===== config.mk =====
export PLATFORM = sky130hd
export DESIGN_NAME = bbox_msg_reader
export DESIGN_NICKNAME = d
export VERILOG_FILES = /design/src/rtl/bbox_msg_reader_pkg.sv /design/src/rtl/bbox_msg_reader_mm_read_port.sv /design/src/rtl/bbox_msg_reader.sv
export SDC_FILE = /design/constraint.sdc
export NUM_CORES = 1
export LEC_CHECK = 0
export CAP_MARGIN = 20
export CORE_MARGIN = 2
export CORE_UTILIZATION = 35
export DETAILED_ROUTE_END_ITERATION = 12
export PLACE_DENSITY_LB_ADDON = 0.12
export SLEW_MARGIN = 40
export SYNTH_ARGS = -nofsm -noshare
export SYNTH_HDL_FRONTEND = slang
export SYNTH_SLANG_ARGS = --single-unit
export TNS_END_PERCENT = 10

===== constraint.sdc =====
create_clock -name clk -period 7.45 [get_ports clk]
set_clock_uncertainty 0.15 [all_clocks]
set_input_delay 1.49 -clock clk [delete_from_list [all_inputs] [get_ports clk]]
set_output_delay 1.49 -clock clk [all_outputs]
set_load 0.01 [all_outputs]

===== src/rtl/bbox_msg_reader_pkg.sv =====
// Shared definitions for the bounding-box message reader and the image
// processor register map it talks to.
package bbox_msg_reader_pkg;

  // Reader FSM states; *_RD are bus strobe cycles, *_WT the matching wait cycles.
  typedef enum logic [3:0] {
    ST_IDLE,
    ST_STAT_RD,
    ST_STAT_WT,
    ST_BACKOFF,
    ST_ID_RD,
    ST_ID_WT,
    ST_TL_RD,
    ST_TL_WT,
    ST_BR_RD,
    ST_BR_WT,
    ST_PRESENT,
    ST_FLUSH,
    ST_FLUSH_WT
  } state_e;

  // Slave register map
  localparam logic [2:0]  ADDR_STATUS    = 3'd0;
  localparam logic [2:0]  ADDR_MSG       = 3'd1;
  localparam int          FLUSH_BIT      = 4;
  localparam logic [31:0] FLUSH_CMD      = 32'h1 << FLUSH_BIT;
  localparam logic [31:0] DEFAULT_MSG_ID = 32'h0052_4242;  // "RBB"

  // A message is ID + top-left + bottom-right; never start one unless all are queued.
  localparam logic [7:0]  MSG_WORDS      = 8'd3;

  // Horizontal centre of a box; the 12-bit sum cannot overflow.
  function automatic logic [10:0] box_centre(input logic [10:0] a, input logic [10:0] b);
    logic [11:0] sum;
    sum = {1'b0, a} + {1'b0, b};
    return 11'(sum >> 1);
  endfunction

endpackage


===== src/rtl/bbox_msg_reader_mm_read_port.sv =====
// Avalon-MM access sequencer: one strobe cycle followed by one wait cycle in
// which the read data is valid. Requests arriving during the wait cycle are
// held off, so the slave never sees two strobes back to back.
module bbox_msg_reader_mm_read_port (
  input  logic        clk,
  input  logic        reset,
  input  logic        i_req,
  input  logic        i_write,
  input  logic [2:0]  i_addr,
  input  logic [31:0] i_wdata,
  output logic        o_accept,
  output logic        o_done,
  output logic [31:0] o_rdata,
  output logic        m_chipselect,
  output logic        m_read,
  output logic        m_write,
  output logic [2:0]  m_address,
  output logic [31:0] m_writedata,
  input  logic [31:0] m_readdata
);

  logic r_wait;
  logic w_strobe;

  assign w_strobe     = i_req & ~r_wait;
  assign o_accept     = w_strobe;
  assign o_done       = r_wait;
  assign o_rdata      = m_readdata;

  // Strobes are decoded from the requester's state, so a reset drops them at once.
  assign m_chipselect = w_strobe;
  assign m_read       = w_strobe & ~i_write;
  assign m_write      = w_strobe & i_write;
  assign m_address    = w_strobe ? i_addr : 3'd0;
  assign m_writedata  = (w_strobe & i_write) ? i_wdata : 32'd0;

  // Track the wait cycle that follows every accepted strobe.
  always_ff @(posedge clk or posedge reset) begin
    if (reset) begin
      r_wait <= 1'b0;
    end else begin
      r_wait <= w_strobe;
    end
  end

endmodule


===== src/rtl/bbox_msg_reader.sv =====
// Drains "RBB" bounding-box messages from the image processor's message FIFO
// and presents them as a valid/ready box stream with delivery/error counters.
module bbox_msg_reader
  import bbox_msg_reader_pkg::*;
#(
  parameter int          POLL_INTERVAL = 1024,
  parameter logic [31:0] MSG_ID        = DEFAULT_MSG_ID,
  parameter logic [10:0] IMAGE_W       = 11'd640
) (
  input  logic        clk,
  input  logic        reset,
  input  logic        enable,
  output logic        m_chipselect,
  output logic        m_read,
  output logic        m_write,
  output logic [2:0]  m_address,
  output logic [31:0] m_writedata,
  input  logic [31:0] m_readdata,
  output logic        box_valid,
  input  logic        box_ready,
  output logic [10:0] box_x_min,
  output logic [10:0] box_y_min,
  output logic [10:0] box_x_max,
  output logic [10:0] box_y_max,
  output logic [10:0] box_centre_x,
  output logic        box_empty,
  output logic [15:0] box_count,
  output logic [7:0]  err_count
);

  localparam int TIMER_W = (POLL_INTERVAL > 1) ? $clog2(POLL_INTERVAL) : 1;
  localparam logic [TIMER_W-1:0] TIMER_LOAD = TIMER_W'(POLL_INTERVAL - 1);

  state_e              r_state;
  state_e              w_state_next;
  logic [TIMER_W-1:0]  r_timer;

  logic                w_req;
  logic                w_write;
  logic [2:0]          w_addr;
  logic [31:0]         w_wdata;
  logic                w_accept;
  logic                w_done;
  logic [31:0]         w_rdata;

  logic                w_load_timer;
  logic                w_err_inc;
  logic                w_latch_tl;
  logic                w_latch_br;
  logic                w_present;

  logic [7:0]          w_size;
  logic [10:0]         w_word_x;
  logic [10:0]         w_word_y;
  logic                w_coord_err;

  logic [10:0]         r_tl_x;
  logic [10:0]         r_tl_y;
  logic [10:0]         r_br_x;
  logic [10:0]         r_br_y;

  logic                r_box_valid;
  logic [10:0]         r_box_x_min;
  logic [10:0]         r_box_y_min;
  logic [10:0]         r_box_x_max;
  logic [10:0]         r_box_y_max;
  logic [10:0]         r_box_centre_x;
  logic                r_box_empty;
  logic [15:0]         r_box_count;
  logic [7:0]          r_err_count;

  bbox_msg_reader_mm_read_port u_port (
    .clk          (clk),
    .reset        (reset),
    .i_req        (w_req),
    .i_write      (w_write),
    .i_addr       (w_addr),
    .i_wdata      (w_wdata),
    .o_accept     (w_accept),
    .o_done       (w_done),
    .o_rdata      (w_rdata),
    .m_chipselect (m_chipselect),
    .m_read       (m_read),
    .m_write      (m_write),
    .m_address    (m_address),
    .m_writedata  (m_writedata),
    .m_readdata   (m_readdata)
  );

  // Field views of the word returned by the current read.
  assign w_size      = w_rdata[15:8];
  assign w_word_x    = w_rdata[26:16];
  assign w_word_y    = w_rdata[10:0];
  assign w_coord_err = (r_tl_x >= IMAGE_W) || (w_word_x >= IMAGE_W);

  // State register.
  always_ff @(posedge clk or posedge reset) begin
    if (reset) begin
      r_state <= ST_IDLE;
    end else begin
      r_state <= w_state_next;
    end
  end

  // Next-state and bus request decode. Dropping enable lets the access in
  // flight finish and then parks in IDLE; only a message whose last word has
  // already been read is carried through to completion.
  always_comb begin
    w_state_next = r_state;
    w_req        = 1'b0;
    w_write      = 1'b0;
    w_addr       = ADDR_STATUS;
    w_wdata      = 32'd0;
    w_load_timer = 1'b0;
    w_err_inc    = 1'b0;
    w_latch_tl   = 1'b0;
    w_latch_br   = 1'b0;
    w_present    = 1'b0;
    case (r_state)
      ST_IDLE: begin
        if (enable && !r_box_valid) w_state_next = ST_STAT_RD;
      end
      ST_STAT_RD: begin
        w_req  = 1'b1;
        w_addr = ADDR_STATUS;
        if (w_accept) w_state_next = ST_STAT_WT;
      end
      ST_STAT_WT: begin
        if (w_done) begin
          if (!enable) begin
            w_state_next = ST_IDLE;
          end else if (w_size >= MSG_WORDS) begin
            w_state_next = ST_ID_RD;
          end else begin
            w_load_timer = 1'b1;
            w_state_next = ST_BACKOFF;
          end
        end
      end
      ST_BACKOFF: begin
        if (!enable || r_timer == '0) w_state_next = ST_IDLE;
      end
      ST_ID_RD: begin
        w_req  = 1'b1;
        w_addr = ADDR_MSG;
        if (w_accept) w_state_next = ST_ID_WT;
      end
      ST_ID_WT: begin
        if (w_done) begin
          if (!enable) begin
            w_state_next = ST_IDLE;
          end else if (w_rdata != MSG_ID) begin
            w_err_inc    = 1'b1;
            w_state_next = ST_FLUSH;
          end else begin
            w_state_next = ST_TL_RD;
          end
        end
      end
      ST_TL_RD: begin
        w_req  = 1'b1;
        w_addr = ADDR_MSG;
        if (w_accept) w_state_next = ST_TL_WT;
      end
      ST_TL_WT: begin
        if (w_done) begin
          w_latch_tl   = 1'b1;
          w_state_next = enable ? ST_BR_RD : ST_IDLE;
        end
      end
      ST_BR_RD: begin
        w_req  = 1'b1;
        w_addr = ADDR_MSG;
        if (w_accept) w_state_next = ST_BR_WT;
      end
      ST_BR_WT: begin
        if (w_done) begin
          w_latch_br = 1'b1;
          if (w_coord_err) begin
            w_err_inc    = 1'b1;
            w_state_next = ST_FLUSH;
          end else begin
            w_state_next = ST_PRESENT;
          end
        end
      end
      ST_PRESENT: begin
        w_present    = 1'b1;
        w_state_next = ST_IDLE;
      end
      ST_FLUSH: begin
        w_req   = 1'b1;
        w_write = 1'b1;
        w_addr  = ADDR_STATUS;
        w_wdata = FLUSH_CMD;
        if (w_accept) w_state_next = ST_FLUSH_WT;
      end
      ST_FLUSH_WT: begin
        if (w_done) w_state_next = ST_IDLE;
      end
      default: begin
        w_state_next = ST_IDLE;
      end
    endcase
  end

  // Poll back-off timer: loaded on an undersized STATUS, counts to zero in BACKOFF.
  always_ff @(posedge clk or posedge reset) begin
    if (reset) begin
      r_timer <= '0;
    end else if (w_load_timer) begin
      r_timer <= TIMER_LOAD;
    end else if (r_state == ST_BACKOFF && r_timer != '0) begin
      r_timer <= r_timer - 1'b1;
    end
  end

  // Capture the two coordinate words as they arrive.
  always_ff @(posedge clk or posedge reset) begin
    if (reset) begin
      r_tl_x <= '0;
      r_tl_y <= '0;
      r_br_x <= '0;
      r_br_y <= '0;
    end else begin
      if (w_latch_tl) begin
        r_tl_x <= w_word_x;
        r_tl_y <= w_word_y;
      end
      if (w_latch_br) begin
        r_br_x <= w_word_x;
        r_br_y <= w_word_y;
      end
    end
  end

  // Output box register and handshake; fields only change when a new box is presented.
  always_ff @(posedge clk or posedge reset) begin
    if (reset) begin
      r_box_valid    <= 1'b0;
      r_box_x_min    <= '0;
      r_box_y_min    <= '0;
      r_box_x_max    <= '0;
      r_box_y_max    <= '0;
      r_box_centre_x <= '0;
      r_box_empty    <= 1'b0;
      r_box_count    <= '0;
    end else if (w_present) begin
      r_box_valid    <= 1'b1;
      r_box_x_min    <= r_tl_x;
      r_box_y_min    <= r_tl_y;
      r_box_x_max    <= r_br_x;
      r_box_y_max    <= r_br_y;
      r_box_centre_x <= box_centre(r_tl_x, r_br_x);
      r_box_empty    <= (r_tl_x > r_br_x);
      r_box_count    <= r_box_count + 16'd1;
    end else if (r_box_valid && box_ready) begin
      r_box_valid    <= 1'b0;
    end
  end

  // Saturating decode-error counter.
  always_ff @(posedge clk or posedge reset) begin
    if (reset) begin
      r_err_count <= '0;
    end else if (w_err_inc && r_err_count != 8'hFF) begin
      r_err_count <= r_err_count + 8'd1;
    end
  end

  assign box_valid    = r_box_valid;
  assign box_x_min    = r_box_x_min;
  assign box_y_min    = r_box_y_min;
  assign box_x_max    = r_box_x_max;
  assign box_y_max    = r_box_y_max;
  assign box_centre_x = r_box_centre_x;
  assign box_empty    = r_box_empty;
  assign box_count    = r_box_count;
  assign err_count    = r_err_count;

endmodule


==> results of run 1 <==
[layout make-up]
type                       instances  share of cell area, %
sequential                       140                   39.4
multi-input combinational        492                   35.3
timing repair buffer             125                   14.0
clock buffer                      18                   4.83
tap                              265                   3.73
clock inverter                    14                   1.62
inverter                          25                   1.11
[worst register-to-register path: cells and delay by family (launching register included)]
family	cells	cell delay, ns
flip-flops	1	0.42
buffers and inverters	1	0.07
AO/OA/AOI/OAI	5	1.18
adder cells (fa/ha/maj)	2	0.42
XOR/XNOR	1	0.20
[cell families (layout without fill, tap and decap cells)]
logic type | after synthesis | after routing | share of synthesized area [%]
buffers and inverters | 82 | 182 | 6.35
xor gates and xnor gates | 41 | 41 | 5.18
other | 1 | 33 | 0.0541
AOI/OAI and AO/OA | 77 | 77 | 7.14
DFF | 140 | 140 | 50.5
muxes | 50 | 50 | 8.06
adders and majority gates | 27 | 27 | 4.98
and+or+nand+nor | 264 | 264 | 17.7
[where the power goes]
| part | total [µW] | leakage, µW | switching (µW) | internal, µW |
|---|---|---|---|---|
| sequential | 1230 | 0.00177 | 224 | 1000 |
| clock | 829 | 0.000281 | 335 | 494 |
| combinational | 1270 | 0.00191 | 636 | 639 |
| total | 3330 | 0.00396 | 1200 | 2140 |
[worst max-delay path by stage]
stage | end | slack (ns)
2_1_floorplan | box_centre_x[0] | 2.06
3_3_place_gp | err_count[1] | 3.56
3_5_place_dp | err_count[1] | 3.53
4_1_cts | m_chipselect | 3.31
5_1_grt | m_chipselect | 3.09
6_report | m_chipselect | 3.33
[cells in the final DEF (no fill, tap or decap), types with 3 or more instances in the layout]
master / count
clkinv_2: 5
nand2b_1: 10
mux2i_1: 3
o21ai_1: 8
dfrtp_1: 140
inv_6: 4
nand3_1: 12
and3_1: 6
xnor2_1: 29
buf_4: 3
nor2b_1: 8
clkbuf_16: 17
nand2_1: 150
nor3_1: 10
o21ai_0: 24
mux2_2: 35
nor4_1: 8
o211ai_1: 3
o21bai_1: 3
inv_1: 23
a211o_1: 3
ha_1: 26
clkdlybuf4s50_1: 121
nand4_1: 8
a21oi_1: 15
a211oi_1: 3
conb_1: 33
mux2_1: 12
xor2_1: 12
nor2_1: 30
[sequential cells by signal, indices dropped and copies added (netlist names), 11 cells and up]
| register | cells |
|---|---|
| box_count | 16 |
| box_centre_x | 11 |
| box_x_max | 11 |
| box_x_min | 11 |
| box_y_max | 11 |
| box_y_min | 11 |
| r_br_x | 11 |
| r_br_y | 11 |
| r_tl_x | 11 |
| r_tl_y | 11 |
[layer usage]
layer | GRT usage, % | up-vias | part of all wire, % | wire length (µm)
li1 | - | 2477 | - | -
met1 | 22.3 | 2462 | 47 | 7820
met2 | 25.9 | 133 | 47 | 7730
met3 | 4.61 | 14 | 4.9 | 815
met4 | 5.67 | 0 | 1.4 | 235
met5 | 0 | - | 0 | 0
[per-stage QoR]
step / utilization, % / power (µW) / worst slack (ns) / area, µm² / cells
floorplan: - / 2030 / 2.06 / 7060 / 714
global placement: 42.7 / 2480 / 3.56 / 8310 / 1047
detailed placement: 42.7 / 2520 / 3.53 / 8310 / 1047
CTS: 45.7 / 3370 / 3.31 / 8890 / 1079
global route: 45.7 / 3570 / 3.09 / 8890 / 1079
finish: 45.7 / 3330 / 3.33 / 8890 / 1079
==> impl_metrics.tcl, run 1 <==
set metrics [dict create \
    status "finished clean" \
    timing.rr.end "box_centre_x[9]" \
    grt_overflow_total 0 \
    cts_buffers 17 \
    core_mm2 0.0195 \
    die_w_um 145 \
    grt_use_total_pct 16.6 \
    antenna_found_initial 0 \
    vias_per_cell 4.71 \
    drv_cap 0 \
    post-route-period-util_pct 55.3 \
    crit_path_end_kind "output port" \
    top_level_ports 155 \
    ctsLongestPathBuffers 2 \
    die_h_um 145 \
    maxSlewViolCount 0 \
    tightest_slew_ns 0.738 \
    min_to "box_y_min[4]" \
    syn2layout_area_growth_pct 28.1 \
    hold_viol_final 0 \
    period_needed_ns 4.12 \
    synth-seq-area-share_pct 50.5 \
    maxSlewHeadroom_pct 49.5 \
    grt_max_degree 77 \
    hp-class "flop to flop" \
    hold-worst-slack_ns 0.315 \
    worst_ep_required_time_ns 5.81 \
    worst_setup_path_start_kind "flop" \
    timing.fmax_ghz 0.243 \
    routedWlPerCell_um 15.4 \
    ys_ff_latch 140 \
    routed_wl_um 16600 \
    insertion_delay_ns 0.41 \
    grt_pass1_vias 5011 \
    critical-path-top-delay-family "flip-flops" \
    yosysMostFrequentCell "nand2_1" \
    synth_cells 682 \
    fin_nets 864 \
    ant_nets 0 \
    setup-violations-final 0 \
    multi_input_area_mm2 0.00314 \
    crit_start "r_state[0]" \
    reg2reg_depth 9 \
    synth_area_leader_cell "dfrtp_1" \
    portBuffers 121 \
    path_max_fanout 19 \
    post_cts_buffers 0 \
    netlist_top_cells_area "dfrtp_1 (51%), nand2_1 (8.2%), mux2_2 (5.7%), ha_1 (4.7%), buf_4 (3.7%)" \
    vias 5086 \
    netlist_top_cells_count "nand2_1 (151), dfrtp_1 (140), mux2_2 (35)" \
    cts_tree "yes" \
    critPathMaxStageDelay_ns 0.73 \
    ys_types 62 \
    die-area_mm2 0.0210 \
    crit_cells 6 \
    min_from "r_tl_y[4]" \
    cts-htree-levels 4 \
    first_iter_violations 292 \
    seq_area_mm2 0.00350 \
    critPathBufInv 1 \
    rows 51 \
    tns_ns 0 \
    avgSynthCellArea_um2 10.2 \
    cts-root-buf "clkbuf_16" \
    fill_cells 1856 \
    cp.arrival_ns 2.48 \
    rrSetupSlack_ns 4.85 \
    routabilityCongestion 0.805 \
    synth-edff-count 0 \
    holdPathStages 2 \
    cts_resized 0 \
    slowest_stage "dfrtp_1" \
    ys_warn_count 0 \
    synthesis.area_mm2 0.00694 \
    hpwl_um 11700 \
    clock_sinks 140 \
    total_leakage_power_uw 0.00396 \
    dr.pass1.iters 4 \
    vdd_ir_drop_max_uv 190 \
    critPathKind "flop to output port" \
    grt_setup_unrepaired "no" \
    ys.flop_type "dfrtp_1" \
    worstPathCellList "nand2b_1 > o21ai_0 > and2_1 > a31oi_1 > a21oi_1 > clkdlybuf4s50_1" \
    start_util_pct 35.6 \
    grt_pass1_wl_um 26700 \
    drc_errors 0 \
    synth-async-reset-ratio_pct 100 \
    synth_top_area_share_pct 50.5 \
    diodes 0 \
    r2r-start "r_br_x[0]" \
    drive_gt1_share_pct 10.3 \
    clk_pin_slew_ns 0.06 \
    power_density_mw_per_mm2 375 \
    cts_hold_buffers 0 \
]
Note: power is estimated with default switching activity, not from simulation.
==> inputs of run 2 (changes only) <==
==> constraint.sdc (replaced) <==
create_clock -name clk -period 3.3 [get_ports clk]
set_clock_uncertainty 0.15 [all_clocks]
set_input_delay 0.66 -clock clk [delete_from_list [all_inputs] [get_ports clk]]
set_output_delay 0.66 -clock clk [all_outputs]
set_load 0.01 [all_outputs]
==> impl_metrics.tcl, run 2 (synthesis results as in run 1) <==
set metrics [dict create \
    rows 51 \
    timing.rr.end "box_centre_x[9]" \
    routedWlPerCell_um 15.3 \
    grt_overflow_total 0 \
    tightest_slew_ns 0.723 \
    drc_errors 0 \
    final_cells 1089 \
    worst_slack_ns 0.250 \
    critPathKind "flop to output port" \
    p_sw_share_pct 34.8 \
    r2r-start "r_br_x[0]" \
    portBuffers 121 \
    rrSetupSlack_ns 0.75 \
    crit_path_end_kind "output port" \
    grt_pass1_wl_um 27800 \
    grt.met2_usage_pct 27.9 \
    path_max_fanout 10 \
    clock_sinks 140 \
    first_iter_violations 341 \
    tns_ns 0 \
    ctsLongestPathBuffers 2 \
    clk_pin_slew_ns 0.06 \
    post_cts_buffers 0 \
    diodes 0 \
    maxSlewViolCount 0 \
    use_met1_pct 22.7 \
    drv_cap 0 \
    worst_ep_required_time_ns 2.49 \
    timing.fmax_ghz 0.328 \
    holdPathStages 2 \
    die-area_mm2 0.0210 \
    p_seq_share_pct 35.3 \
    routabilityCongestion 0.852 \
    layout_commonest_cell "nand2_1" \
    dr.pass1.iters 4 \
    worst_setup_path_start_kind "flop" \
    die_w_um 145 \
    min_from "r_br_y[9]" \
    grt_pass1_vias 5292 \
    hp-class "flop to flop" \
    hold-worst-slack_ns 0.312 \
    largest_register_ffs 16 \
    final_cell_mix "nand2_1 (151), dfrtp_1 (140), clkdlybuf4s50_1 (121), mux2_2 (35), conb_1 (33)" \
    cts-htree-levels 4 \
    setup-violations-final 0 \
    drive_gt1_share_pct 11.4 \
    routed_wl_um 16700 \
    vias_per_cell 4.75 \
    grt_max_degree 49 \
    hold_viol_final 0 \
    cts_buffers 17 \
    grt_setup_unrepaired "no" \
    reg2reg_depth 9 \
    total_leakage_power_uw 0.00405 \
    cts-root-buf "clkbuf_16" \
    power_density_mw_per_mm2 854 \
    intPower_uw 5040 \
    cp.arrival_ns 2.24 \
    cts_tree "yes" \
    maxSlewHeadroom_pct 50.6 \
    p_comb_share_pct 37.9 \
    vdd_ir_drop_max_uv 442 \
    top_level_ports 155 \
    ant_nets 0 \
    status "finished clean" \
    fin_nets 874 \
    syn2layout_area_growth_pct 30.6 \
    grt_use_total_pct 17.2 \
    cts_resized 0 \
    hpwl_um 12400 \
    start_util_pct 35.6 \
    post-route-period-util_pct 92.4 \
    cts_hold_buffers 0 \
    met3_usage_pct 3.72 \
    period_needed_ns 3.05 \
    core_mm2 0.0195 \
    antenna_found_initial 0 \
    clkPwrFrac_pct 26.8 \
    pre_cts_ws_ns 0.219 \
    min_to "box_y_max[9]" \
    dp.cells 1057 \
    insertion_delay_ns 0.42 \
    power_uw 7730 \
    grt.busiest_layer "met2" \
    p_sw_uw 2690 \
    vias 5169 \
    die_h_um 145 \
]
[run 2: cell types whose count changed in the layout (fill, tap and decap cells not counted)]
cell       delta
nand2_1       +1
clkbuf_8      +2
buf_6         -1
buf_12        +3
bufinv_16     +2
clkinv_2      -2
buf_4         +8
inv_6         -1
clkbuf_1      -1
nand2_2       -1
[run 2: layout make-up]
class	count	area (µm²)
repair buffers	135	1350
multi-input cells	492	3130
fillers	1842	10400
well taps	265	332
clock inverters	13	186
flip-flops and latches	140	3500
clock buffers	19	453
inverters	25	97.6
[run 2: layer usage]
layer	share of wire, %	wire (µm)
met5	0	0
met3	5.8	971
met2	48	7980
met1	45	7520
met4	1.3	216
[run 2: worst max-delay path by stage]
stage                    from              end  slack, ns  cells after the start
6_report           r_state[2]          m_write       0.25                      5
5_1_grt            r_state[2]     m_chipselect       0.09                      6
4_1_cts            r_state[1]     m_chipselect       0.24                      5
3_5_place_dp   m_readdata[26]     err_count[1]       0.22                      6
3_3_place_gp   m_readdata[26]     err_count[1]       0.27                      6
2_1_floorplan           reset  box_centre_x[0]       0.74                      1
[run 2: critical path, stage by stage (launching register included)]
cell	delay, ns
dfrtp_1	0.46
buf_4	0.21
nor2b_1	0.16
nand3_1	0.18
nor2_1	0.23
clkdlybuf4s50_1	0.58
[run 2: stage by stage]
stage | instance area [µm²] | utilization [%]
6_report | 9060 | 46.5
4_1_cts | 9060 | 46.5
3_5_place_dp | 8420 | 43.3
2_1_floorplan | 7060 | -
3_3_place_gp | 8420 | 43.3
5_1_grt | 9060 | 46.5
[run 2: power by group through the flow]
stage | combinational (µW) | clock, µW | sequential (µW)
global route | 3310 | 2200 | 2820
CTS | 2960 | 2120 | 2730
global placement | 2890 | 0 | 2740
detailed placement | 2950 | 0 | 2760
floorplan | 1890 | 0 | 2700
finish | 2930 | 2080 | 2730
==> inputs of run 3 (changes only) <==
--- a/config.mk
+++ b/config.mk
@@ -5,7 +5,6 @@
 export SDC_FILE = /design/constraint.sdc
 export NUM_CORES = 1
 export LEC_CHECK = 0
-export CAP_MARGIN = 20
 export CORE_MARGIN = 2
 export CORE_UTILIZATION = 35
 export DETAILED_ROUTE_END_ITERATION = 12
==> results of run 3 <==
The final DEF is identical to that of run 2; final timing and power are the same.
